--- src/rtl/dp_sink_lt_responder.sv ---
// Sink-side link-training responder: latches source drive settings, models receiver lock time, publishes CR/EQ status.
// Latency: status updates N edges after the loading edge (N = CR_LOCK_CYC or the EQ lock delay chosen by rd_interval).
// Backpressure: none; strobes are always accepted, and a new setting restarts the lock timer of the current phase.
module dp_sink_lt_responder #(
    parameter int CR_LOCK_CYC = 5,
    parameter int CNT_W       = 10
) (
    input  logic       clk,
    input  logic       rst_n,
    input  logic [2:0] lane_count,
    input  logic [7:0] rd_interval,
    input  logic       tps_vld,
    input  logic [1:0] tps,
    input  logic       lane_set_vld,
    input  logic [7:0] lane_vswing,
    input  logic [7:0] lane_preemph,
    input  logic [7:0] tgt_vswing,
    input  logic [7:0] tgt_preemph,
    output logic [3:0] cr_done,
    output logic [3:0] eq_done,
    output logic [3:0] symbol_locked,
    output logic       interlane_align,
    output logic [7:0] adj_vswing,
    output logic [7:0] adj_preemph,
    output logic       status_busy,
    output logic       status_vld
);

    typedef enum logic [2:0] {IDLE, CR_WAIT, CR_HOLD, EQ_WAIT, EQ_HOLD} state_t;

    state_t           state_q, state_d;
    logic [CNT_W-1:0] timer_q, timer_d;
    logic [CNT_W-1:0] eq_lock_q, eq_lock_d;
    logic [7:0]       vswing_q, vswing_d;
    logic [7:0]       preemph_q, preemph_d;
    logic [3:0]       cr_done_q, cr_done_d;
    logic [3:0]       eq_done_q, eq_done_d;
    logic [3:0]       sym_lock_q, sym_lock_d;
    logic             align_q, align_d;
    logic [7:0]       adj_vs_q, adj_vs_d;
    logic [7:0]       adj_pe_q, adj_pe_d;
    logic             busy_q, busy_d;
    logic             vld_q, vld_d;

    logic [3:0]       lane_mask;
    logic [7:0]       field_mask;
    logic [CNT_W-1:0] eq_lock_sel;
    logic [3:0]       cr_ok;
    logic [3:0]       eq_ok;
    logic [2:0]       lvl_sum;

    // Active-lane mask, EQ lock delay decode and per-lane pass checks on the latched settings
    always_comb begin
        case (lane_count)
            3'd1:    lane_mask = 4'b0001;
            3'd2:    lane_mask = 4'b0011;
            default: lane_mask = 4'b1111;
        endcase
        field_mask = {{2{lane_mask[3]}}, {2{lane_mask[2]}}, {2{lane_mask[1]}}, {2{lane_mask[0]}}};
        case (rd_interval)
            8'h00:   eq_lock_sel = CNT_W'(20);
            8'h01:   eq_lock_sel = CNT_W'(200);
            8'h02:   eq_lock_sel = CNT_W'(400);
            8'h03:   eq_lock_sel = CNT_W'(600);
            default: eq_lock_sel = CNT_W'(800);
        endcase
        cr_ok   = 4'b0000;
        eq_ok   = 4'b0000;
        lvl_sum = 3'd0;
        for (int i = 0; i < 4; i++) begin
            // Swing 3 is the maximum level, so the receiver cannot ask for more
            cr_ok[i] = (vswing_q[2*i +: 2] == tgt_vswing[2*i +: 2]) || (vswing_q[2*i +: 2] == 2'b11);
            // Swing + pre-emphasis at 3 is the maximum combined drive level
            lvl_sum  = {1'b0, vswing_q[2*i +: 2]} + {1'b0, preemph_q[2*i +: 2]};
            eq_ok[i] = (preemph_q[2*i +: 2] == tgt_preemph[2*i +: 2]) || (lvl_sum == 3'd3);
        end
    end

    // Next-state logic: a training-pattern write wins over a lane-setting write, which wins over the timer
    always_comb begin
        state_d    = state_q;
        timer_d    = timer_q;
        eq_lock_d  = eq_lock_q;
        vswing_d   = vswing_q;
        preemph_d  = preemph_q;
        cr_done_d  = cr_done_q;
        eq_done_d  = eq_done_q;
        sym_lock_d = sym_lock_q;
        align_d    = align_q;
        adj_vs_d   = adj_vs_q;
        adj_pe_d   = adj_pe_q;
        vld_d      = 1'b0;

        if (lane_set_vld) begin
            vswing_d  = lane_vswing;
            preemph_d = lane_preemph;
        end

        if (tps_vld) begin
            eq_lock_d = eq_lock_sel;
            case (tps)
                2'b01: begin
                    cr_done_d  = 4'b0000;
                    eq_done_d  = 4'b0000;
                    sym_lock_d = 4'b0000;
                    align_d    = 1'b0;
                    timer_d    = CNT_W'(CR_LOCK_CYC);
                    state_d    = CR_WAIT;
                end
                2'b10, 2'b11: begin
                    eq_done_d  = 4'b0000;
                    sym_lock_d = 4'b0000;
                    align_d    = 1'b0;
                    if ((cr_done_q & lane_mask) == lane_mask) begin
                        timer_d = eq_lock_sel;
                        state_d = EQ_WAIT;
                    end else begin
                        timer_d = '0;
                        state_d = IDLE;
                    end
                end
                default: begin
                    timer_d = '0;
                    state_d = IDLE;
                end
            endcase
        end else if (lane_set_vld && (state_q == CR_WAIT || state_q == CR_HOLD)) begin
            timer_d = CNT_W'(CR_LOCK_CYC);
            state_d = CR_WAIT;
        end else if (lane_set_vld && (state_q == EQ_WAIT || state_q == EQ_HOLD)) begin
            timer_d = eq_lock_q;
            state_d = EQ_WAIT;
        end else if (state_q == CR_WAIT || state_q == EQ_WAIT) begin
            if (timer_q > CNT_W'(1)) begin
                timer_d = timer_q - CNT_W'(1);
            end else begin
                // Last lock cycle: publish status on this edge
                timer_d  = '0;
                vld_d    = 1'b1;
                adj_vs_d = tgt_vswing & field_mask;
                adj_pe_d = tgt_preemph & field_mask;
                cr_done_d = cr_ok & lane_mask;
                if (state_q == CR_WAIT) begin
                    eq_done_d  = eq_done_q & lane_mask;
                    sym_lock_d = sym_lock_q & lane_mask;
                    state_d    = CR_HOLD;
                end else begin
                    eq_done_d  = cr_ok & eq_ok & lane_mask;
                    sym_lock_d = cr_ok & eq_ok & lane_mask;
                    align_d    = ((cr_ok & eq_ok & lane_mask) == lane_mask);
                    state_d    = ((cr_ok & lane_mask) == lane_mask) ? EQ_HOLD : IDLE;
                end
            end
        end

        busy_d = (state_d == CR_WAIT) || (state_d == EQ_WAIT);
    end

    // State, settings and registered status outputs
    always_ff @(posedge clk or negedge rst_n) begin
        if (!rst_n) begin
            state_q    <= IDLE;
            timer_q    <= '0;
            eq_lock_q  <= '0;
            vswing_q   <= '0;
            preemph_q  <= '0;
            cr_done_q  <= '0;
            eq_done_q  <= '0;
            sym_lock_q <= '0;
            align_q    <= 1'b0;
            adj_vs_q   <= '0;
            adj_pe_q   <= '0;
            busy_q     <= 1'b0;
            vld_q      <= 1'b0;
        end else begin
            state_q    <= state_d;
            timer_q    <= timer_d;
            eq_lock_q  <= eq_lock_d;
            vswing_q   <= vswing_d;
            preemph_q  <= preemph_d;
            cr_done_q  <= cr_done_d;
            eq_done_q  <= eq_done_d;
            sym_lock_q <= sym_lock_d;
            align_q    <= align_d;
            adj_vs_q   <= adj_vs_d;
            adj_pe_q   <= adj_pe_d;
            busy_q     <= busy_d;
            vld_q      <= vld_d;
        end
    end

    assign cr_done         = cr_done_q;
    assign eq_done         = eq_done_q;
    assign symbol_locked   = sym_lock_q;
    assign interlane_align = align_q;
    assign adj_vswing      = adj_vs_q;
    assign adj_preemph     = adj_pe_q;
    assign status_busy     = busy_q;
    assign status_vld      = vld_q;

endmodule

--- config.mk ---
export PLATFORM = sky130hd
export DESIGN_NAME = dp_sink_lt_responder
export DESIGN_NICKNAME = d
export VERILOG_FILES = /design/src/rtl/dp_sink_lt_responder.sv
export SDC_FILE = /design/constraint.sdc
export NUM_CORES = 1
export LEC_CHECK = 0
export ABC_AREA = 1
export CAP_MARGIN = 20
export CORE_ASPECT_RATIO = 1.2
export CORE_MARGIN = 2
export CORE_UTILIZATION = 25
export DETAILED_ROUTE_END_ITERATION = 12
export GPL_ROUTABILITY_DRIVEN = 0
export GPL_TIMING_DRIVEN = 0
export HOLD_SLACK_MARGIN = 0.03
export PLACE_DENSITY = 0.52
export SLEW_MARGIN = 20
export SYNTH_ARGS = -nofsm -noshare
export SYNTH_HDL_FRONTEND = slang
export SYNTH_SLANG_ARGS = --single-unit
--- constraint.sdc ---
create_clock -name clk -period 2 [get_ports clk]
set_input_delay 0.2 -clock clk [delete_from_list [all_inputs] [get_ports clk]]
set_output_delay 0.2 -clock clk [all_outputs]
set_load 0.03 [all_outputs]
Word-level counts from Yosys, hierarchy flattened. Cells that the tools add are included.

Output and inout bits: 31. Bits of input ports: 49. Word-level logic and storage cells: 142. Flip-flop bits (word level): 70.

$lt $le $gt $ge: 1. Bitwise logic cells: 12. Multiplexer cells: 49. Equality and inequality tests: 39. $add $sub $neg: 5. Reduce and logical (&&, ||, !) cells: 23.

Operator list (count): $mux W4 (19); $mux W10 (6); $pmux W10 S4 (1); $and A4 B4 Y4 (6); $eq A3 B2 Y1 const B (8); $mux W3 (7); $pmux W10 S2 (1); $and A8 B8 Y8 (2); $eq A2 B2 Y1 (8); $eq A8 B2 Y1 const B (2); $reduce_and A5 Y1 (3); $add A2 B2 Y3 (4); $eq A2 B2 Y1 const B (6); $eq A4 B4 Y1 (3); $logic_or A1 B1 Y1 (12); $mux W1 (12); $gt A10 B1 Y1 const B (1); $ne A2 B2 Y1 const B (5); $sub A10 B1 Y10 const B (1); $eq A3 B1 Y1 const B (3); $eq A8 B1 Y1 const B (1); $logic_not A8 Y1 (1); $pmux W4 S2 (1); $reduce_and A6 Y1 (1); 11 further kinds (15).

Depth between registers and ports, before layout. Gate-level depths: netlist of the first run.

Depth in word-level cells: 13. Gate-level depth with buffers: 13. Gate-level depth less buffers: 13.

Worst setup path before layout of the first run. Ideal clock, no wire load.

Path type: flip-flop to flip-flop. Start point: register vswing_q[4]. End point: register eq_done_q[2], in the netlist eq_done[2]. Path slack: 366 ps. Required time: 1935 ps. Library setup time: 65 ps. Stages on the path, launching flop included: 9. Path buffers: 0. Clock period less this slack: 1634 ps. Arrival: 1569 ps. Path through: dfrtp_1 > ha_1 > fa_1 > nand3b_1 > nand2_1 > nand2_1 > o21ai_0 > nand3_1 > nand2_1.

Cells in the longest elaborated chain, start to end: 11. Elaborated cells on any way between the ends: 14. Classes of those cells: 1 x add/sub; 3 x eq/ne; 6 x mux; 2 x bitwise; 2 x reduce/logical.

Ends and longest elaborated chain: start, declared (RTL line 34) `logic [7:0] vswing_q, vswing_d;`; start signal, assigned (RTL line 179) `vswing_q <= vswing_d;`; $add A2 B2 Y3 (RTL line 74) `lvl_sum = {1'b0, vswing_q[2*i +: 2]} + {1'b0, preemph_q[2*i +: 2]};`; $eq A3 B2 Y1 (RTL line 75) `eq_ok[i] = (preemph_q[2*i +: 2] == tgt_preemph[2*i +: 2]) || (lvl_sum == 3'd3);`; $logic_or A1 B1 Y1 (RTL line 75); $and A4 B4 Y4 * (2 in series) (RTL line 148) `eq_done_d = cr_ok & eq_ok & lane_mask;`; $mux W4 * (RTL line 143) `if (state_q == CR_WAIT) begin`; $mux W4 * (RTL line 134) `if (timer_q > CNT_W'(1)) begin`; $mux W4 * (RTL line 133) `end else if (state_q == CR_WAIT || state_q == EQ_WAIT) begin`; $mux W4 * (RTL line 130) `end else if (lane_set_vld && (state_q == EQ_WAIT || state_q == EQ_HOLD)) begin`; $mux W4 * (RTL line 127) `end else if (lane_set_vld && (state_q == CR_WAIT || state_q == CR_HOLD)) begin`; $mux W4 * (RTL line 99) `if (tps_vld) begin`; end signal, assigned (RTL line 182) `eq_done_q <= eq_done_d;`; end, declared (RTL line 37) `logic [3:0] eq_done_q, eq_done_d;`.

Mark *: on every way between the ends. The rest lies on a longest branch, timed or not. The select of a mux whose other input is x is not followed. A chain may end at the register's enable or synchronous reset.

Final worst setup path of the first run.
Start point: register vswing_q[6]. End point: register align_q, in the netlist interlane_align.

Cells in the longest elaborated chain, start to end: 12. Elaborated cells on any way between the ends: 15. Classes of those cells: 1 x add/sub; 4 x eq/ne; 6 x mux; 2 x bitwise; 2 x reduce/logical.

Ends and longest elaborated chain: $add A2 B2 Y3 (RTL line 74); $eq A3 B2 Y1 (RTL line 75); $logic_or A1 B1 Y1 (RTL line 75); $and A4 B4 Y4 * (2 in series) (RTL line 150) `align_d = ((cr_ok & eq_ok & lane_mask) == lane_mask);`; $eq A4 B4 Y1 * (RTL line 150); $mux W1 * (RTL line 143); $mux W1 * (RTL line 134); $mux W1 * (RTL line 133); $mux W1 * (RTL line 130); $mux W1 * (RTL line 127); $mux W1 * (RTL line 99); end signal, assigned (RTL line 184) `align_q <= align_d;`; end, declared (RTL line 39) `logic align_q, align_d;`.

Marks and branches as above.

==> impl_results.md, run 1 <==
* Result of the run: finished clean
* Pre-antenna DRT Iters at 4
* # placed instances at 768
* Number of DRC violations after detailed routing at 0
* Top-level I/O count at 80
* Number of levels in the clock H-tree at 3
* Final ANT Viol Nets at 0
* Power density over the cells at 980 nW/µm²
* Final-report max-slew violation count at 0
* Instance area after placement at 4860 µm²
* LEAKAGE at 2.47 nW
* Clock transition at the registers of the reported paths at 0.06 ns
* Critical path's largest stage delay at 0.48 ns
* Leftover overflow at the end of global routing at 0
* Count of standard-cell rows at 49
* Insertion delay to the later sink of the worst-skew pair at 0.33 ns
* Critical path's slowest cell: fa_1
* Die Height at 139 µm
* Antenna violations before repair at 0
* Required time reported for the critical path endpoint at 2.27 ns
* Number of failing hold endpoints at the final stage at 0
* Pin slew with the least headroom to its limit at 0.524 ns
* Sequential area share after synthesis at 0.435
* Final-layout fill cell count at 1543
* Synthesis Warnings at 0
* Non-filler cells, final at 787
* CTS max path bufs at 2
* Quantity of I/O buffers inserted on ports at 78
* Number of nets in the synthesized netlist at 544
* Largest fanout of any net on the critical path at 4
* Wirelength per Cell at 13.8 µm
* Cells after synthesis at 485
* Reg2Reg Setup Slack at 0.17 ns
* Fraction of layout cells with a size suffix above 1 at 0.106
* Area growth from synthesis to layout at 36.5%
* Global-route wire length before repair at 18.2 mm
* Per-cell via count in the routed design at 4.43
* Starting utilization of the core area at 0.255
* Via count at 3484
* Period utilization at 0.913
* Number of maximum-capacitance constraint violations at 0
* Time the worst path needs with I/O delays and setup at 1.83 ns
* Antenna diode count at 0
* Largest net degree at the start of global routing at 43
* Number of nets in the final layout at 637
* Flip-flop and latch area at 1650 µm²
* Die Footprint at 16200 µm²
* Summed area of non-filler cells in the final layout at 5180 µm²
* Area of the mapped netlist at 3790 µm²
* Cell occurring most often along the worst timing path: nand2_1
* Number of unique standard cell types used by synthesis at 37
* CORE AREA at 14900 µm²
* Type of the worst min-delay path: primary input to register
* Worst slew margin relative to its limit at 0.647
* Number of register bits inferred by synthesis at 66
* Crit start category: register
* X dimension of the die at 116 µm
* Starting DRT DRC Count at 184
* Overall Global Routing Usage at 0.142
* Multi-input logic area at 1900 µm²
* Number of endpoints failing setup at the final stage at 0
* Arr. time, crit path at 2.09 ns
* Vias in the first global route at 3725
* Critical path cell sequence: ha_1, fa_1, nand3b_1, nand2_1, nand2_1, o21ai_1, nand3_1, nand2_1
* Num CTS Buffers at 9
* Classification of the worst setup path: register to register
* Clock tree root driver cell: clkbuf_16
* TritonCTS clock tree: done
* DRT Wirelength at 10.9 mm
* Worst clock skew on the final layout at 0.00438 ns
* Placed wire-length estimate at 8.41 mm
* Number of sinks driven by the clock tree at 66
* Kind of end point of the critical path: register
* Max Fclk at 547 MHz
* Synthesized area per cell at 7.82 µm²
* Worst vdd rail ir drop at 0.371 mV
-- final timing paths --
| kind | start | cells after the start | end |
|---|---|---|---|
| setup / recovery | vswing_q[6] | 8 | interlane_align |
| hold / removal | lane_set_vld | 2 | vswing_q[5] |
| setup reg to reg | vswing_q[6] | 8 | interlane_align |
| hold reg to reg | eq_lock_q[2] | 2 | eq_lock_q[2] |
| max in group asynchronous | rst_n | 3 | cr_done[1] |
| min in group asynchronous | rst_n | 2 | eq_lock_q[5] |
-- layout make-up --
cell class                 count  area share
buffer                        12      0.0128
inverter                      53      0.0389
clock inverter                 3     0.00773
sequential                    66       0.319
multi-input combinational    354       0.366
clock buffer                  13      0.0464
timing repair buffer          82       0.160
tap                          204      0.0493
-- cell usage after synthesis, drive strengths merged --
cell type / n / area (µm²)
a21oi: 15 / 75.1
a31oi: 2 / 12.5
buf: 9 / 53.8
clkbuf: 3 / 12.5
dfrtp: 66 / 1650
fa: 4 / 80.1
ha: 6 / 75.1
inv: 53 / 199
mux2: 11 / 124
nand2: 161 / 619
nand3: 38 / 225
nand3b: 4 / 30.0
nand4: 3 / 25.0
nor2: 42 / 188
nor3: 2 / 10.0
o21ai: 42 / 214
o21bai: 2 / 15.0
o22ai: 2 / 12.5
o31ai: 2 / 20.0
or2: 2 / 12.5
xnor2: 12 / 105
xor2: 4 / 35.0
-- metal layers --
layer | global-route usage | up-vias | wire length [µm]
li1 | - | 1729 | -
met1 | 0.170 | 1668 | 4520
met2 | 0.246 | 74 | 5580
met3 | 0.0380 | 13 | 586
met4 | 0.0470 | 0 | 180
met5 | 0 | - | 0
-- state kept, by name (all words and copies together), names as in the netlist --
register and count:
symbol_locked 3, vswing_q 8, status_vld 1, cr_done 4, status_busy 1, timer_q 10
eq_lock_q 7, preemph_q 8, eq_done 4, adj_preemph 8, state_q 3, adj_vswing 8
interlane_align 1
-- logic make-up after synthesis --
kind of cell | synth area share
AO/OA/AOI/OAI | 0.0920
XOR/XNOR | 0.0369
adder cells (fa/ha/maj) | 0.0409
buffers and inverters | 0.0699
flip-flops | 0.435
multiplexers | 0.0326
AND/OR/NAND/NOR | 0.292
-- power breakdown --
part | total [W] | internal [W] | leakage (nW) | switching (W)
registers | 0.00179 | 0.00157 | 0.846 | 0.000220
clock network | 0.00153 | 0.000963 | 0.138 | 0.000567
logic | 0.00176 | 0.000734 | 1.49 | 0.00102
-- worst max-delay path, delay by kind of cell, from the launching register on --
kind,cells,cell delay (ns)
fa+ha+maj,2,0.70
flops,1,0.42
simple gates,5,0.42
compound gates,1,0.23
-- per-stage QoR --
stage / setup WS [ns] / utilization / power [W] / hold WS, ns / TNS, ns
after floorplan: 0.366 / - / 0.00287 / -0.0956 / 0
after global placement: -1.64 / 0.324 / 0.00352 / 0.464 / -107.91
after detailed placement: 0.0209 / 0.326 / 0.00355 / 0.146 / 0
after CTS: 0.0280 / 0.345 / 0.00511 / 0.327 / 0
after global routing: -0.00364 / 0.348 / 0.00539 / 0.344 / -0.00364
final: 0.173 / 0.348 / 0.00508 / 0.324 / 0
-- cell usage in the layout, fill, tap and decap left out, types with 2 or more instances in the layout --
cell type,n
a21oi_1,15
a31oi_1,2
buf_2,7
buf_4,4
clkbuf_1,6
clkbuf_16,9
clkdlybuf4s50_1,77
clkinv_2,2
dfrtp_1,66
fa_1,4
ha_1,5
inv_1,47
inv_2,5
mux2_2,11
nand2_1,157
nand2_2,2
nand2_4,2
nand3_1,34
nand3_2,2
nand3_4,2
nand3b_1,4
nand4_1,2
nor2_1,36
nor2_2,3
nor2_4,3
nor3_1,2
o21ai_0,31
o21ai_1,10
o21bai_1,2
o22ai_1,2
xnor2_1,12
xor2_1,4
-- what timing repair did --
item,4_1_cts,5_1_grt
hold buffers,1,0
gates resized for setup,0,7
endpoints found under the setup margin,0,31
hold endpoints to repair,24,0
setup buffers,0,2
No activity file was read; power rests on OpenSTA's default activity.
==> inputs of run 2 (changes only) <==
--- a/config.mk
+++ b/config.mk
@@ -15,6 +15,7 @@
 export GPL_TIMING_DRIVEN = 0
 export HOLD_SLACK_MARGIN = 0.03
 export PLACE_DENSITY = 0.52
+export REMOVE_ABC_BUFFERS = 1
 export SLEW_MARGIN = 20
 export SYNTH_ARGS = -nofsm -noshare
 export SYNTH_HDL_FRONTEND = slang
==> impl_results.md, run 2 (synthesized netlist as in run 1, its figures left out) <==
* TritonCTS clock tree: done (unchanged)
* Clock transition at the registers of the reported paths at 0.06 ns (about the same)
* Starting utilization of the core area at 0.255 (unchanged)
* Via count at 3401 (was 3484)
* Placed wire-length estimate at 7.49 mm (was 8.41 mm)
* LEAKAGE at 2.45 nW (was 2.47 nW)
* Worst reg-to-reg path cell count at 8 (unchanged)
* Summed area of non-filler cells in the final layout at 5150 µm² (was 5180 µm²)
* Instance area after placement at 4790 µm² (was 4860 µm²)
* Antenna violations before repair at 0 (unchanged)
* Critical path cell sequence: ha_1, fa_1, nand3b_1, nand2_1, nand2_1, o21ai_0, nand3_1, nand2_1 (was ha_1, fa_1, nand3b_1, nand2_1, nand2_1, o21ai_1, nand3_1, nand2_1)
* Portion of total power attributed to combinational logic at 0.350 (was 0.346)
* Met1 wire length at 4.37 mm (was 4.52 mm)
* Number of endpoints failing setup at the final stage at 0 (unchanged)
* Worst clock skew on the final layout at 0.00762 ns (was 0.00438 ns)
* Vias in the first global route at 3526 (was 3725)
* Reg power frac at 0.358 (was 0.353)
* Type of the worst min-delay path: primary input to asynchronous set/reset pin (was primary input to register)
* Largest fanout of any net on the critical path at 4 (unchanged)
* Period utilization at 0.936 (was 0.913)
* Commonest non-fill, non-tap cell in the layout: nand2_1 (unchanged)
* Arr. time, crit path at 2.15 ns (was 2.09 ns)
* Leftover overflow at the end of global routing at 0 (unchanged)
* X dimension of the die at 116 µm (unchanged)
* Pre-antenna DRT Iters at 4 (unchanged)
* Setup WS post-layout at 0.128 ns (was 0.173 ns)
* Num CTS Buffers at 9 (unchanged)
* Kind of end point of the critical path: register (unchanged)
* Time the worst path needs with I/O delays and setup at 1.87 ns (was 1.83 ns)
* Die Height at 139 µm (unchanged)
* Launching element of the worst setup path: vswing_q[6] (unchanged)
* Max Fclk at 534 MHz (was 547 MHz)
* Reg2Reg Setup Slack at 0.13 ns (was 0.17 ns)
* CP bufs+invs at 0 (unchanged)
* Fraction of layout cells with a size suffix above 1 at 0.104 (was 0.106)
* Antenna diode count at 0 (unchanged)
* Pin slew with the least headroom to its limit at 0.593 ns (was 0.524 ns)
* Reg-to-Reg Start: vswing_q[6] (unchanged)
* Area growth from synthesis to layout at 35.6% (was 36.5%)
* Required time reported for the critical path endpoint at 2.28 ns (was 2.27 ns)
* Reg with most FFs: timer_q (unchanged)
* Critical path's largest stage delay at 0.48 ns (about the same)
* Final-report max-slew violation count at 0 (unchanged)
* Count of standard-cell rows at 49 (unchanged)
* Number of levels in the clock H-tree at 3 (unchanged)
* CTS max path bufs at 2 (unchanged)
* Per-cell via count in the routed design at 4.36 (was 4.43)
* Worst slack at placement at -0.773 ns (was 0.0209 ns)
* Stages on worst setup path at 8 (unchanged)
* DRT Wirelength at 10.3 mm (was 10.9 mm)
* Critical path's slowest cell: fa_1 (unchanged)
* Top delay family on crit path: adder cells (unchanged)
* Die Footprint at 16200 µm² (unchanged)
* CORE AREA at 14900 µm² (unchanged)
* Quantity of I/O buffers inserted on ports at 79 (was 78)
* Smallest hold slack at 0.379 ns (was 0.324 ns)
* Final ANT Viol Nets at 0 (unchanged)
* Overall Global Routing Usage at 0.138 (was 0.142)
* Switching power of the nets at 0.00181 W (about the same)
* Setup repair after global routing missed its margin: false
* Worst vdd rail ir drop at 0.394 mV (was 0.371 mV)
* Part of the power in the clock network at 0.291 (was 0.301)
* Global-route wire length before repair at 17.5 mm (was 18.2 mm)
* Worst slew margin relative to its limit at 0.604 (was 0.647)
* Largest net degree at the start of global routing at 37 (was 43)
* Wire length on met2 at 5.19 mm (was 5.58 mm)
* Number of nets in the final layout at 630 (was 637)
* Number of sinks driven by the clock tree at 66 (unchanged)
* Internal cell power at 0.00317 W (was 0.00327 W)
* Insertion delay to the later sink of the worst-skew pair at 0.33 ns (about the same)
* Switching share of power at 0.364 (was 0.356)
* Top Layer Used: met4 (unchanged)
* Met3 routed wirelength at 590 µm (was 586 µm)
* Final total power at 0.00498 W (was 0.00508 W)
* Starting DRT DRC Count at 132 (was 184)
* Clock tree root driver cell: clkbuf_16 (unchanged)
* Number of flip-flops in the largest register at 10 (unchanged)
* Cell occurring most often along the worst timing path: nand2_1 (unchanged)
* Number of DRC violations after detailed routing at 0 (unchanged)
* Crit start category: register (unchanged)
* Highest-count cells in the layout ignoring fill and taps: 157 x nand2_1, 77 x clkdlybuf4s50_1, 66 x dfrtp_1 (unchanged)
* Top-level I/O count at 80 (unchanged)
* Number of failing hold endpoints at the final stage at 0 (unchanged)
* Wirelength per Cell at 13.3 µm (was 13.8 µm)
* Result of the run: finished clean (unchanged)
* Power density over the cells at 967 nW/µm² (was 980 nW/µm²)
* Critical R2R Capture: interlane_align (unchanged)
* Number of maximum-capacitance constraint violations at 0 (unchanged)
* Classification of the worst setup path: register to register (unchanged)
* Worst setup path endpoint: interlane_align (unchanged)
## run 2: cell count changes in the layout (fill, tap and decap cells not counted), moves of 2 or more
cell / previous run / this run
buf_2: 7 / 1
clkinvlp_4: 0 / 2
buf_4: 4 / 6
clkbuf_1: 6 / 1
## run 2: stage by stage
| step | setup TNS (ns) | util | std cells |
|---|---|---|---|
| after floorplan | 0 | - | 473 |
| after global placement | -137.49 | 0.320 | 756 |
| after detailed placement | -24.05 | 0.322 | 757 |
| after CTS | -0.0211 | 0.343 | 778 |
| after global routing | 0 | 0.346 | 780 |
| final | 0 | 0.346 | 780 |
## run 2: metal layers
metal  up-vias  GRT usage
li1       1716          -
met1      1590      0.168
met2        77      0.231
met3        18     0.0424
met4         0     0.0451
met5         -          0
## run 2: how the worst min path moves through the flow
stage / startpoint / end / slack, ns
final: rst_n / timer_q[3] / 0.38
after global routing: rst_n / timer_q[3] / 0.42
after CTS: rst_n / timer_q[4] / 0.41
after detailed placement: rst_n / timer_q[4] / 0.21
after global placement: eq_lock_q[2] / eq_lock_q[2] / 0.46
after floorplan: rst_n / adj_preemph[0] / -0.1
## run 2: area by class of cell
| cell class | count | area (µm²) |
|---|---|---|
| repair buffers | 86 | 851 |
| fillers | 1572 | 9750 |
| inverters | 53 | 201 |
| clock buffers | 11 | 243 |
| clock inverters | 5 | 30.0 |
| multi-input cells | 355 | 1920 |
| well taps | 204 | 255 |
| flip-flops and latches | 66 | 1650 |
## run 2: what timing repair did
action | 4_1_cts | 5_1_grt
gates cloned | 1 | 0
endpoints found under the hold margin | 35 | 0
resized for setup | 2 | 8
setup buffers | 3 | 2
hold buffers | 1 | 0
pin swaps | 0 | 1
setup endpoints to repair | 41 | 25
## run 2: power by group through the flow
| stage | Clock [W] | Sequential (W) | Combinational (W) |
|---|---|---|---|
| floorplan | 0 | 0.00204 | 0.000813 |
| global placement | 0 | 0.00180 | 0.00168 |
| detailed placement | 0 | 0.00181 | 0.00171 |
| CTS | 0.00149 | 0.00179 | 0.00174 |
| global route | 0.00154 | 0.00183 | 0.00196 |
| finish | 0.00145 | 0.00178 | 0.00174 |
==> inputs of run 3 (changes only) <==
--- a/config.mk
+++ b/config.mk
@@ -6,8 +6,7 @@
 export NUM_CORES = 1
 export LEC_CHECK = 0
 export ABC_AREA = 1
-export CAP_MARGIN = 20
-export CORE_ASPECT_RATIO = 1.2
+export CORE_ASPECT_RATIO = 1.75
 export CORE_MARGIN = 2
 export CORE_UTILIZATION = 25
 export DETAILED_ROUTE_END_ITERATION = 12
==> impl_results.md, run 3 (synthesized netlist as in run 1, its figures left out) <==
* Result of the run: finished clean (unchanged)
* Die Height at 167 µm (was 139 µm)
* Reg with most FFs: timer_q (unchanged)
* Cell occurring most often along the worst timing path: nand2_1 (unchanged)
* Part of the power in the clock network at 0.321 (was 0.291)
* Final-layout fill cell count at 1525 (was 1572)
* Top delay family on crit path: simple AND/OR/NAND/NOR gates (was adder cells)
* Per-cell via count in the routed design at 4.48 (was 4.36)
* Power density over the cells at 1020 nW/µm² (was 967 nW/µm²)
* Largest fanout of any net on the critical path at 14 (was 4)
* Number of sinks driven by the clock tree at 66 (unchanged)
* Number of nets in the final layout at 629 (was 630)
* Classification of the worst setup path: primary input to register (was register to register)
* Starting utilization of the core area at 0.256 (was 0.255)
* Antenna violations before repair at 0 (unchanged)
* Instance area after placement at 4770 µm² (was 4790 µm²)
* Smallest hold slack at 0.275 ns (was 0.379 ns)
* Max Fclk at 540 MHz (was 534 MHz)
* X dimension of the die at 97.1 µm (was 116 µm)
* TritonCTS clock tree: done (unchanged)
* Kind of end point of the critical path: register (unchanged)
* Via count at 3398 (was 3401)
* Placed wire-length estimate at 8.12 mm (was 7.49 mm)
* Worst reg-to-reg path cell count at 13 (was 8)
* Number of maximum-capacitance constraint violations at 0 (unchanged)
* Clock transition at the registers of the reported paths at 0.06 ns (about the same)
* Switching power of the nets at 0.00187 W (was 0.00181 W)
* Highest-count cells in the layout ignoring fill and taps: 157 x nand2_1, 76 x clkdlybuf4s50_1, 66 x dfrtp_1 (was 157 x nand2_1, 77 x clkdlybuf4s50_1, 66 x dfrtp_1)
* Reg2Reg Setup Slack at 0.15 ns (was 0.13 ns)
* Vias in the first global route at 3486 (was 3526)
* Worst vdd rail ir drop at 0.423 mV (was 0.394 mV)
* Top-level I/O count at 80 (unchanged)
* Summed area of non-filler cells in the final layout at 5180 µm² (was 5150 µm²)
* Commonest non-fill, non-tap cell in the layout: nand2_1 (unchanged)
* Clock tree root driver cell: clkbuf_16 (unchanged)
* Overall Global Routing Usage at 0.137 (was 0.138)
* Worst slew margin relative to its limit at 0.590 (was 0.604)
* Reg power frac at 0.340 (was 0.358)
* Switching share of power at 0.354 (was 0.364)
* CP bufs+invs at 3 (was 0)
* Wirelength per Cell at 14.2 µm (was 13.3 µm)
* Setup repair after global routing missed its margin: false (unchanged)
* Time the worst path needs with I/O delays and setup at 1.85 ns (was 1.87 ns)
* Global-route wire length before repair at 17.7 mm (was 17.5 mm)
* Die Footprint at 16200 µm² (about the same)
* Final standard cell utilization of the core at 0.349 (was 0.346)
* DRT Wirelength at 10.8 mm (was 10.3 mm)
* # placed instances at 736 (was 757)
* LEAKAGE at 2.48 nW (was 2.45 nW)
* Period utilization at 0.925 (was 0.936)
* Type of the worst min-delay path: primary input to asynchronous set/reset pin (unchanged)
* Largest net degree at the start of global routing at 54 (was 37)
* Insertion delay to the later sink of the worst-skew pair at 0.33 ns (about the same)
* Internal cell power at 0.00341 W (was 0.00317 W)
* Critical path cell sequence: clkdlybuf4s50_1, inv_1, nand2_1, nand2_1, nand2_1, nand2_1, nand2_1, inv_1, o21ai_0, a21oi_1 (was ha_1, fa_1, nand3b_1, nand2_1, nand2_1, o21ai_0, nand3_1, nand2_1)
* Num CTS Buffers at 9 (unchanged)
* Non-filler cells, final at 758 (was 780)
* Critical path's largest stage delay at 0.52 ns (was 0.48 ns)
* Portion of total power attributed to combinational logic at 0.338 (was 0.350)
* Quantity of I/O buffers inserted on ports at 79 (unchanged)
* Arr. time, crit path at 2.05 ns (was 2.15 ns)
* Number of DRC violations after detailed routing at 0 (unchanged)
* Number of failing hold endpoints at the final stage at 0 (unchanged)
* Final ANT Viol Nets at 0 (unchanged)
* Required time reported for the critical path endpoint at 2.20 ns (was 2.28 ns)
* Number of levels in the clock H-tree at 3 (unchanged)
* Area growth from synthesis to layout at 36.5% (was 35.6%)
* Worst clock skew on the final layout at 0.00751 ns (was 0.00762 ns)
* Pre-antenna DRT Iters at 4 (unchanged)
* Stages on worst setup path at 10 (was 8)
* Antenna diode count at 0 (unchanged)
* Crit start category: primary input (was register)
* Starting DRT DRC Count at 171 (was 132)
* Number of endpoints failing setup at the final stage at 0 (unchanged)
* Fraction of layout cells with a size suffix above 1 at 0.104 (about the same)
* Critical path's slowest cell: clkdlybuf4s50_1 (was fa_1)
* Pin slew with the least headroom to its limit at 0.613 ns (was 0.593 ns)
* Leftover overflow at the end of global routing at 0 (unchanged)
* CTS max path bufs at 2 (unchanged)
* Count of standard-cell rows at 59 (was 49)
* Final-report max-slew violation count at 0 (unchanged)
* Number of flip-flops in the largest register at 10 (unchanged)
* CORE AREA at 14800 µm² (was 14900 µm²)
## run 3: cell count changes in the layout (fill, tap and decap cells not counted), sizes merged
cell / before / now
inv: 53 / 54
clkinvlp: 2 / 1
buf: 8 / 6
dlymetal6s2s: 0 / 1
bufinv: 0 / 2
clkdlybuf4s50: 77 / 76
clkinv: 3 / 2
## run 3: power groups by stage
stage / logic, W / clock network [W] / registers (W)
after floorplan: 0.000813 / 0 / 0.00204
after global placement: 0.00171 / 0 / 0.00182
after detailed placement: 0.00173 / 0 / 0.00182
after CTS: 0.00179 / 0.00173 / 0.00180
after global routing: 0.00198 / 0.00180 / 0.00183
final: 0.00179 / 0.00169 / 0.00179
## run 3: worst paths after layout
| check | start | to |
|---|---|---|
| setup / recovery | lane_count[0] | status_busy |
| hold / removal | rst_n | timer_q[4] |
| setup reg to reg | timer_q[1] | eq_done[0] |
| hold reg to reg | adj_vswing[2] | adj_vswing[2] |
| max in group asynchronous | rst_n | preemph_q[0] |
| min in group clk | tps_vld | state_q[2] |
## run 3: routing by layer
layer / up-vias / wire length [µm] / GRT usage
li1: 1719 / - / -
met1: 1591 / 4060 / 0.144
met2: 71 / 5990 / 0.264
met3: 17 / 387 / 0.0218
met4: 0 / 339 / 0.0606
met5: - / 0 / 0
## run 3: final cells by class
class                           instances  area [µm²]  share of cell area
Timing Repair Buffer                   85         866               0.167
Tap cell                              183         229              0.0442
Clock inverter                          6        90.1              0.0174
Sequential cell                        66        1650               0.319
Inverter                               53         201              0.0389
Clock buffer                           10         229              0.0442
Multi-Input combinational cell        355        1910               0.369
## run 3: metrics by stage
step | setup TNS [ns] | power [W] | worst slack [ns]
floorplan | 0 | 0.00285 | 0.191
global placement | -134.65 | 0.00352 | -1.70
detailed placement | -22.91 | 0.00356 | -0.739
CTS | 0 | 0.00532 | 0.000154
global route | 0 | 0.00562 | 0.00616
finish | 0 | 0.00527 | 0.150
## run 3: timing repair
action / CTS / global route
resized for setup: 2 / 12
pin swaps: 1 / 1
setup buffers: 4 / 0
endpoints found under the setup margin: 41 / 32
cloned: 1 / 0
hold buffers: 1 / 0
hold endpoints to repair: 13 / 0
## run 3: worst register-to-register path, stage by stage (launching register included)
cell and delay (ns):
dfrtp_1 0.38, inv_1 0.13, ha_1 0.22, inv_1 0.05
nand2_1 0.07, nand3_2 0.11, nor2_4 0.17, nand3_4 0.14
inv_2 0.13, nand2_1 0.06, nand2_1 0.10, inv_2 0.06
nand2_1 0.07, o21ai_2 0.05
==> RTL change 1: new RTL, settings of run 2 <==
Encoding of `state_t`: now Gray code (3 bits for 5 states).
--- a/src/rtl/dp_sink_lt_responder.sv
+++ b/src/rtl/dp_sink_lt_responder.sv
@@ -28,3 +28,3 @@
 
-    typedef enum logic [2:0] {IDLE, CR_WAIT, CR_HOLD, EQ_WAIT, EQ_HOLD} state_t;
+    typedef enum logic [2:0] {IDLE = 3'b000, CR_WAIT = 3'b001, CR_HOLD = 3'b011, EQ_WAIT = 3'b010, EQ_HOLD = 3'b110} state_t;
 
Check against the original RTL: same outputs for any inputs over 10 cycles, from zero or initial values and one cycle with rst_n low; not proved beyond that.
==> RTL change 1 against run 2 <==
Synthesized area rose by 0.56%; worst setup slack got worse by 44 ps; via count fell by 0.53%; design area rose by 1.7%; total power fell by 7.6%; largest power group unchanged; sequential cell count did not move; critical path type unchanged; wire length rose by 0.12%.
==> RTL change 1: results (changes against run 2) <==
{| class="wikitable"
! Metric !! Value
|-
| Total Nets Final || 625 (-0.79%)
|-
| DRC violation total after the first TritonRoute iteration || 164 (+24%)
|-
| Compound-gate portion of the synthesized area || 14.6% (+5.4 points)
|-
| Number of buffers inserted to repair setup after CTS || 4 (+1)
|-
| Maximum number of pins on one net before global-route repair || 36 (-2.7%)
|-
| Run status || completed
|-
| Post-route clock skew || 5.98 ps (-1.64 ps)
|-
| Detailed-placement wirelength estimate || 7790 um (+3.9%)
|-
| Endpoint arrival time on the critical path || 2190 ps (+40 ps)
|-
| Layout cells sized above 1 || 13.7% (+3.2 points)
|-
| Peak supply drop || 398 uV (+0.84%)
|-
| Reg-to-Reg Start || vswing_q[2]
|-
| Adder and majority gate portion of the synthesized area || 4.07% (-0.023 points)
|-
| Leakage power || 2.40 nW (-1.9%)
|-
| Worst r2r dst || eq_done[1]
|-
| Routed via count divided by cell count || 4.37 (+0.11%)
|-
| Clock input transition at the sequential cells of the worst setup and hold paths || 60 ps (about the same)
|-
| Global Route Usage Sum || 13.2% (-0.60 points)
|-
| Met3 wire len || 482 um (-18%)
|-
| Detailed Route WL || 10300 um (+0.12%)
|-
| Maximum fanout along the worst path || 3 (-1)
|-
| Vias in the first global route || 3380 (-4.1%)
|-
| Post-cts sizing count || 10 (+8)
|-
| Sequential share of the synthesized area || 43.3% (-0.24 points)
|-
| Met2 Wirelength || 5150 um (-0.75%)
|-
| Least-Margin Pin Slew || 624 ps (+30.8 ps)
|-
| Cells taking the most area after synthesis || sky130_fd_sc_hd__dfrtp_1 (43%), sky130_fd_sc_hd__nand2_1 (13%), sky130_fd_sc_hd__o21ai_0 (5.8%)
|-
| Met1 WL || 4530 um (+3.5%)
|-
| Post-synthesis mux area share || 2.07% (-1.2 points)
|-
| Count of different cell masters after synthesis || 36 (-2.7%)
|-
| Synth Area in XOR/XNOR || 2.30% (-1.4 points)
|-
| Synth cell count leaders || sky130_fd_sc_hd__nand2_1 (130), sky130_fd_sc_hd__dfrtp_1 (66), sky130_fd_sc_hd__inv_1 (55), sky130_fd_sc_hd__o21ai_0 (44), sky130_fd_sc_hd__nor2_1 (42)
|-
| Latest clock arrival within the worst-skew pair || 330 ps (about the same)
|-
| Number of buffers created by CTS || 9 (unchanged)
|-
| Worst setup slack for register-to-register paths || 80 ps (-40 ps)
|}
## RTL change 1: kinds of logic (layout without fill, tap and decap cells)
family / after synthesis / in the layout
adder cells (fa/ha/maj): 10 / 10
multiplexers: 7 / 7
AO/OA/AOI/OAI: 90 / 90
AND/OR/NAND/NOR: 218 / 218
XOR/XNOR: 10 / 10
buffers and inverters: 75 / 170
flip-flops: 66 / 66
## RTL change 1: how the worst max path moves through the flow
stage	start	end	slack, ps	cells after the start
CTS	lane_count[0]	timer_q[6]	0.9	11
floorplan	timer_q[0]	adj_vswing[2]	110	9
finish	vswing_q[2]	eq_done[1]	80	8
detailed placement	lane_set_vld	adj_preemph[1]	-1250	8
global placement	rst_n	adj_preemph[5]	-1740	1
global route	timer_q[1]	interlane_align	-3	10
## RTL change 1: cell type report
class | instances | area [um2]
Inverter | 61 | 235
Fill cell | 1601 | 9730
Clock inverter | 3 | 40.0
Multi-Input combinational cell | 335 | 1900
Tap cell | 204 | 255
Sequential cell | 66 | 1650
Timing Repair Buffer | 93 | 915
Clock buffer | 13 | 240
## RTL change 1: stage by stage
stage / instances / hold slack [ps] / power (mW) / area (um2) / worst slack [ps]
after floorplan: 462 / -95.6 / 2.48 / 3730 / 115
after global placement: 745 / 467 / 3.01 / 4770 / -1740
after detailed placement: 746 / 183 / 3.04 / 4790 / -1250
after CTS: 767 / 388 / 4.62 / 5120 / 0.924
after global routing: 775 / 395 / 4.88 / 5230 / -3.11
final: 775 / 363 / 4.60 / 5230 / 84.2
## RTL change 1: routing by layer
layer,vias up,global-route usage [%]
li1,1717,-
met1,1575,16.9
met2,74,21.6
met3,17,3.18
met4,0,4.64
met5,-,0
## RTL change 1: report_power, final
part,switching (mW),internal (mW),total (mW)
sequential,0.159,1.52,1.68
clock,0.564,0.962,1.53
combinational,0.805,0.588,1.39
==> RTL change 2: new RTL, flow settings as in run 2 <==
Without the edit above. Change the parameter `CNT_W` from 10 to 14.
--- a/src/rtl/dp_sink_lt_responder.sv
+++ b/src/rtl/dp_sink_lt_responder.sv
@@ -5,3 +5,3 @@
     parameter int CR_LOCK_CYC = 5,
-    parameter int CNT_W       = 10
+    parameter int CNT_W       = 14
 ) (
Check against the original RTL: same outputs for any inputs over 10 cycles, from zero or initial values and one cycle with rst_n low; that may be too few to reach the edited logic, so the function may still have changed.
==> RTL change 2 against run 2 <==
Synthesized area rose by 11%; wire length rose by 8.4%; sequential cell count rose by 4; design area rose by 8.8%; total power rose by 40%; via count rose by 7.6%; worst setup slack improved by 18 ps; clock power rose by 25%.
==> RTL change 2: results (changes against run 2) <==
{| class="wikitable"
! Metric !! Value
|-
| Total Nets Final || 682 (+8.3%)
|-
| Run status || completed
|-
| Global Route Usage Sum || 13.2% (-0.59 points)
|-
| Number of buffers created by CTS || 9 (unchanged)
|-
| Post-route clock skew || 4.44 ps (-3.18 ps)
|-
| Sequential share of the synthesized area || 41.5% (-2.0 points)
|-
| Vias in the first global route || 3734 (+5.9%)
|-
| Leakage power || 2.66 nW (+8.8%)
|-
| Initial DRT Pass Iterations || 5 (+1)
|-
| DRC violation total after the first TritonRoute iteration || 185 (+40%)
|-
| Wire length of the first global-routing pass || 18300 um (+5.0%)
|-
| Maximum fanout along the worst path || 31 (+27)
|-
| Buffer depth of the longest clock path || 2 (unchanged)
|-
| Diode insertion count for antenna repair || 0 (unchanged)
|-
| CP max stage delay || 390 ps (-90 ps)
|-
| Latest clock arrival within the worst-skew pair || 340 ps
|-
| Layout cells sized above 1 || 15.9% (+5.5 points)
|-
| Most flop-heavy register || timer_q
|-
| Worst r2r dst || adj_vswing[2]
|-
| Maximum number of pins on one net before global-route repair || 37 (unchanged)
|-
| Worst Setup Slack post-DPL || -729 ps (+44.2 ps)
|-
| Clock input transition at the sequential cells of the worst setup and hold paths || 60 ps (about the same)
|-
| Depth of the worst register-to-register path || 11 (+3)
|-
| Proportion of register bits with asynchronous set or reset after synthesis || 100% (unchanged)
|-
| Least-Margin Pin Slew || 574 ps (-18.7 ps)
|-
| Peak supply drop || 554 uV (+40%)
|-
| Synth cell count leaders || sky130_fd_sc_hd__nand2_1 (179), sky130_fd_sc_hd__dfrtp_1 (70), sky130_fd_sc_hd__nor2_1 (45), sky130_fd_sc_hd__inv_1 (44), sky130_fd_sc_hd__nand2_2 (26)
|-
| Clock tree root buffer cell || sky130_fd_sc_hd__clkbuf_16
|-
| Avg WL per Cell || 13.3 um (+0.18%)
|-
| Most used flip-flop cell after synthesis || sky130_fd_sc_hd__dfrtp_1
|-
| Max stage delay cell, worst path || sky130_fd_sc_hd__dfrtp_1
|-
| Hold slack final || 369 ps (-9.47 ps)
|-
| Startpoint of the worst setup timing path || timer_q[0]
|-
| Cells taking the most area after synthesis || sky130_fd_sc_hd__dfrtp_1 (41%), sky130_fd_sc_hd__nand2_1 (16%), sky130_fd_sc_hd__nor2_1 (4.0%)
|-
| Count of different cell masters after synthesis || 38 (+2.7%)
|-
| Detailed-placement wirelength estimate || 8490 um (+13%)
|-
| Number of vias in the routed layout || 3661 (+7.6%)
|-
| Count of H-tree levels built during CTS || 3 (unchanged)
|-
| Crit path max-delay family || simple AND/OR/NAND/NOR gates
|-
| Hold Crit Class || input port to async pin
|-
| Endpoint arrival time on the critical path || 2080 ps (-70 ps)
|-
| Port bufs || 79 (unchanged)
|-
| Flip-flop count of the largest register after layout || 14 (+4)
|-
| Count of warnings emitted by yosys || 0 (unchanged)
|-
| Worst setup slack for register-to-register paths || 150 ps (+20 ps)
|}
==> RTL change 2: cell count changes after synthesis, sizes merged, moves of 4 or more <==
cell,change
o21ai,+4
dfrtp,+4
mux2,-11
nor2,+12
nand3,-20
nand4,+6
nand2,+50
==> RTL change 2: report_power, final <==
part	internal, mW	switching (mW)
registers	1.79	0.373
clock network	1.19	0.619
logic	1.20	1.78
total	4.19	2.77
==> RTL change 2: how the worst max path moves through the flow <==
stage / slack [ps] / depth (start not counted) / endpoint
finish: 150 / 11 / adj_vswing[2]
global route: 10 / 12 / adj_preemph[1]
CTS: 50 / 8 / symbol_locked[2]
detailed placement: -730 / 10 / adj_preemph[1]
global placement: -1970 / 1 / adj_preemph[3]
floorplan: 270 / 11 / adj_preemph[2]
==> RTL change 2: kinds of logic (layout without fill, tap and decap cells) <==
logic type	after synthesis	after routing	share of synthesized area [%]
XOR/XNOR	20	20	4.15
AND/OR/NAND/NOR	299	299	32.5
AO/OA/AOI/OAI	73	73	10.7
flip-flops	70	70	41.5
adder cells (fa/ha/maj)	10	10	3.67
buffers and inverters	72	156	7.50
==> RTL change 2: cell type report <==
cell class	instances	area [um2]
clock buffers	13	270
clock inverters	3	65.1
fillers	1771	11100
inverters	58	230
multi-input cells	402	2190
flip-flops and latches	70	1750
well taps	216	270
repair buffers	82	827
==> RTL change 2: routing by layer <==
metal  global-route usage [%]  vias up  share of wire (%)
li1                         -     1864                  -
met4                     5.52        0                1.5
met1                     15.9     1719                 43
met3                     3.63       13                4.9
met2                     22.1       65                 50
met5                        0        -                  0
==> RTL change 2: stage by stage <==
step / instances / instance area, um2
floorplan: 530 / 4130
global placement: 825 / 5190
detailed placement: 826 / 5210
CTS: 843 / 5580
global route: 844 / 5600
finish: 844 / 5600
==> RTL change 2: repair_timing <==
item                       4_1_cts  5_1_grt
hold buffers                     1        0
gates resized for setup         10        7
hold endpoints to repair        34        0
pin swaps                        0        2
setup endpoints to repair       42       19
setup buffers                    0        1
